File: src/rtl/fifo_line_arbiter.sv
// fifo_line_arbiter: round-robin line arbiter sharing one pixel FIFO
// between two sources; a grant covers exactly LINE_LEN beats.
// Ports: sys_clk, sys_rst (sync, active-high);
//   req0/req1 valid/data in, ready out;
//   fifo_full in, fifo_wr_en/fifo_wr_data out;
//   busy (grant held), owner (current/last source),
//   line_done (1-cycle pulse after the last beat of a line).
module fifo_line_arbiter #(
  parameter int DATA_WIDTH = 16,
  parameter int LINE_LEN   = 640
) (
  input  logic                  sys_clk,
  input  logic                  sys_rst,
  input  logic                  req0_valid,
  input  logic [DATA_WIDTH-1:0] req0_data,
  output logic                  req0_ready,
  input  logic                  req1_valid,
  input  logic [DATA_WIDTH-1:0] req1_data,
  output logic                  req1_ready,
  input  logic                  fifo_full,
  output logic                  fifo_wr_en,
  output logic [DATA_WIDTH-1:0] fifo_wr_data,
  output logic                  busy,
  output logic                  owner,
  output logic                  line_done
);

  localparam int CW = (LINE_LEN > 1) ? $clog2(LINE_LEN) : 1;
  localparam logic [CW-1:0] LAST = CW'(LINE_LEN - 1);

  typedef enum logic {
    IDLE,
    BURST
  } state_t;

  state_t        state_q, state_d;
  logic [CW-1:0] cnt_q, cnt_d;
  logic          owner_q, owner_d;
  logic          rr_q, rr_d;
  logic          done_q, done_d;
  logic          own_valid;
  logic          beat;

  always_comb begin
    own_valid  = owner_q ? req1_valid : req0_valid;
    busy       = (state_q == BURST);
    req0_ready = busy && !owner_q && !fifo_full;
    req1_ready = busy && owner_q && !fifo_full;
    beat       = busy && own_valid && !fifo_full;
  end

  assign fifo_wr_en   = beat;
  assign fifo_wr_data = owner_q ? req1_data : req0_data;
  assign owner        = owner_q;
  assign line_done    = done_q;

  always_comb begin
    state_d = state_q;
    cnt_d   = cnt_q;
    owner_d = owner_q;
    rr_d    = rr_q;
    done_d  = 1'b0;
    unique case (state_q)
      IDLE: begin
        if (req0_valid || req1_valid) begin
          state_d = BURST;
          unique case (1'b1)
            req0_valid && req1_valid:  owner_d = rr_q;
            req1_valid && !req0_valid: owner_d = 1'b1;
            default:                   owner_d = 1'b0;
          endcase
        end
      end
      BURST: begin
        if (beat) begin
          if (cnt_q == LAST) begin
            cnt_d   = '0;
            done_d  = 1'b1;
            rr_d    = ~owner_q;
            state_d = IDLE;
          end else begin
            cnt_d = cnt_q + 1'b1;
          end
        end
      end
      default: state_d = IDLE;
    endcase
  end

  always_ff @(posedge sys_clk) begin
    if (sys_rst) begin
      state_q <= IDLE;
      cnt_q   <= '0;
      owner_q <= 1'b0;
      rr_q    <= 1'b0;
      done_q  <= 1'b0;
    end else begin
      state_q <= state_d;
      cnt_q   <= cnt_d;
      owner_q <= owner_d;
      rr_q    <= rr_d;
      done_q  <= done_d;
    end
  end

endmodule

File: config.mk
export PLATFORM = sky130hd
export DESIGN_NAME = fifo_line_arbiter
export DESIGN_NICKNAME = d
export VERILOG_FILES = /design/src/rtl/fifo_line_arbiter.sv
export SDC_FILE = /design/constraint.sdc
export NUM_CORES = 1
export LEC_CHECK = 0
export ABC_AREA = 1
export BUFFER_PORTS_ARGS = -buffer_cell sky130_fd_sc_hd__buf_2
export CAP_MARGIN = 20
export CORE_MARGIN = 2
export CORE_UTILIZATION = 30
export DETAILED_ROUTE_END_ITERATION = 10
export MAX_ROUTING_LAYER = met4
export SYNTH_ARGS = -nofsm -noshare
export SYNTH_HDL_FRONTEND = slang
export SYNTH_SLANG_ARGS = --single-unit
File: constraint.sdc
create_clock -name sys_clk -period 1.4 [get_ports sys_clk]
set_input_delay 0.14 -clock sys_clk [delete_from_list [all_inputs] [get_ports sys_clk]]
set_output_delay 0.14 -clock sys_clk [all_outputs]
set_load 0.05 [all_outputs]
==> flow_summary.json <==
{
  "track_usage": 0.1597,
  "synth_cells": 165,
  "path_cells": "inv_6 -> nand4_1 -> nand2_4 -> buf_6",
  "setup_violations": 0,
  "multiInputGateArea_um2": 634.4,
  "post_synth_num_cell_types": 20,
  "grt_max_degree": 19,
  "yosysMostFrequentCell": "nand2_1",
  "slew_violations": 0,
  "synth_seq_cells": 14,
  "nNetsFinal": 266,
  "grt_overflow": 0,
  "path_class": "register to output pin",
  "rsz0062_at_grt": "no",
  "yosysWarnings": 0,
  "first_pass_iters": 4,
  "regArea_um2": 286.5,
  "nFillCells": 306,
  "crit_fanout": 6,
  "ioPinCount": 59,
  "cts_tree": "done",
  "final.min_clock_period_ps": 1347,
  "numCtsBuffers": 3,
  "max_cap_violations": 0,
  "ys_seq_area_frac": 0.2936,
  "asyncSetResetFlopFracSynth": 0,
  "die_h_um": 60.41,
  "dieArea_mm2": 0.003649,
  "min-delay-start": "sys_rst",
  "cp_slowest_cell": "dfxtp_4",
  "timing.setup.tns_ps": 0,
  "ys.flop_type": "dfxtp_1",
  "wl_per_cell_um": 9.631,
  "hp-class": "input pin to register",
  "power.density_mw_per_mm2": 751.6,
  "drive_gt1_frac": 0.4317,
  "synth_edf_count": 0,
  "crit_path_start_kind": "register",
  "clockBufferDepth": 2,
  "synthTopCellsByCount": "nand2_1 (75), inv_1 (15), dfxtp_1 (14)",
  "rows": 20,
  "clk_latency_ps": 280,
  "antenna_found_initial": 0,
  "via_per_inst": 4.454,
  "drtIter0Drc": 60,
  "yosysTopAreaCellShare": 0.2949,
  "vias": 1207,
  "setup_slack_ps": 52.67,
  "grt_pass1_vias": 1116,
  "ir_drop_v": 0.0003258,
  "synth_nets": 203,
  "startpoint": "owner",
  "rr_startpoint": "owner",
  "cp.arrival_ps": 1210,
  "syn-cell-area_um2": 954.7,
  "p_leak_nw": 0.7565,
  "utilization": 0.5012,
  "tightestPinTransition_ps": 249.4,
  "synth_area_per_cell_um2": 5.786,
  "htree_levels": 1,
  "cts_root_buf": "clkbuf_4",
  "synth_top_cell_by_area": "nand2_1",
  "area_delta_synth_final_pct": 58.98,
  "portBuffers": 58,
  "clk_pin_slew_ps": 80,
  "die_w_um": 60.41,
  "worst_clock_skew_ps": 4.849,
  "wl_mm": 2.610,
  "fmax_mhz": 742.2,
  "antenna_cells_inserted": 0,
  "netlist_top_cells_area": "nand2_1 (29%), dfxtp_1 (29%), inv_1 (5.9%)",
  "drcViolationCount": 0,
  "status": "finished clean",
  "endpoint_kind": "output pin",
  "r2r_slack_ps": 110,
  "hold_viol": 0,
  "postRouteAntennaNets": 0,
  "period_share": 0.9624,
  "finalPower_mw": 1.141,
  "slew-limit-headroom": 0.8349,
  "numClockSinks": 14,
  "cp.required_ps": 1260,
  "place.gp.congestion": 0.7736,
  "grt_pass1_wl_mm": 4.416,
  "max_stage_delay_ps": 390,
  "core_mm2": 0.003028,
  "start_util": 0.3153,
  "place_hpwl_mm": 2.005,
  "place_ws_ps": 30.90
}
[cell families after synthesis]
family,Yosys count,share of synthesized area
compound gates,13,0.07208
fa+ha+maj,1,0.01310
buf+inv,22,0.1101
flops,14,0.2936
simple gates,115,0.5111
[placed cells by master, fill, tap and decap left out]
master and count:
nor2_2 6, a21oi_1 8, clkbuf_8 1, ha_1 1, nor3_4 2, dfxtp_1 11
dfxtp_4 1, buf_2 40, nand3_1 11, o21ai_1 1, nand2_1 63, nor2_1 10
buf_6 10, inv_1 15, nand2_4 1, or2_2 1, o21ai_2 1, nor3_1 1
clkbuf_4 4, buf_8 3, nand4_1 3, nand3_2 1, buf_4 10, dfxtp_2 2
o21ai_0 3, nand2_2 14, inv_6 1, nand3b_1 2
[critical path, delay by kind of cell (launching register included)]
family | cells | cell delay, ps
simple gates | 2 | 280
buf+inv | 2 | 260
flops | 1 | 390
[power by group]
group          leakage, nW  internal (mW)  switching (mW)
logic                0.621          0.151           0.279
registers            0.115          0.403         0.00927
clock network       0.0210          0.158           0.139
[timing repair]
item,4_1_cts,5_1_grt
pin swaps,1,2
setup endpoints to repair,17,27
gates resized for setup,17,30
endpoints found under the hold margin,0,0
hold buffers,0,0
setup buffers,1,0
[metal layers]
metal | wire length (µm) | part of all wire | GRT usage
met1 | 1178 | 0.45 | 0.1899
met2 | 1267 | 0.49 | 0.2842
met3 | 146 | 0.056 | 0.02345
met4 | 19 | 0.0073 | 0.03727
met5 | 0 | 0 | -
[worst paths after layout]
check,depth (start not counted),end
setup / recovery,4,fifo_wr_en
hold / removal,2,owner
hold reg to reg,2,rr_q
setup reg to reg,7,cnt_q[7]
[layout make-up]
type,count,share of cell area
well taps,44,0.03627
clock buffers,4,0.02391
repair buffers,64,0.2902
multi-input cells,129,0.4180
inverters,16,0.04287
flip-flops and latches,14,0.1888
[through the flow]
step	hold slack [ps]	area, µm²	cells
after floorplan	279.1	1007	165
after global placement	444.7	1345	266
after detailed placement	438.4	1345	266
after CTS	137.9	1436	271
after global routing	143.7	1518	271
final	147.0	1518	271
[flip-flops by register name, indices dropped and copies added (netlist names)]
register   cells
busy           1
line_done      1
owner          1
cnt_q         10
rr_q           1
(Power assumes the default switching activity.)
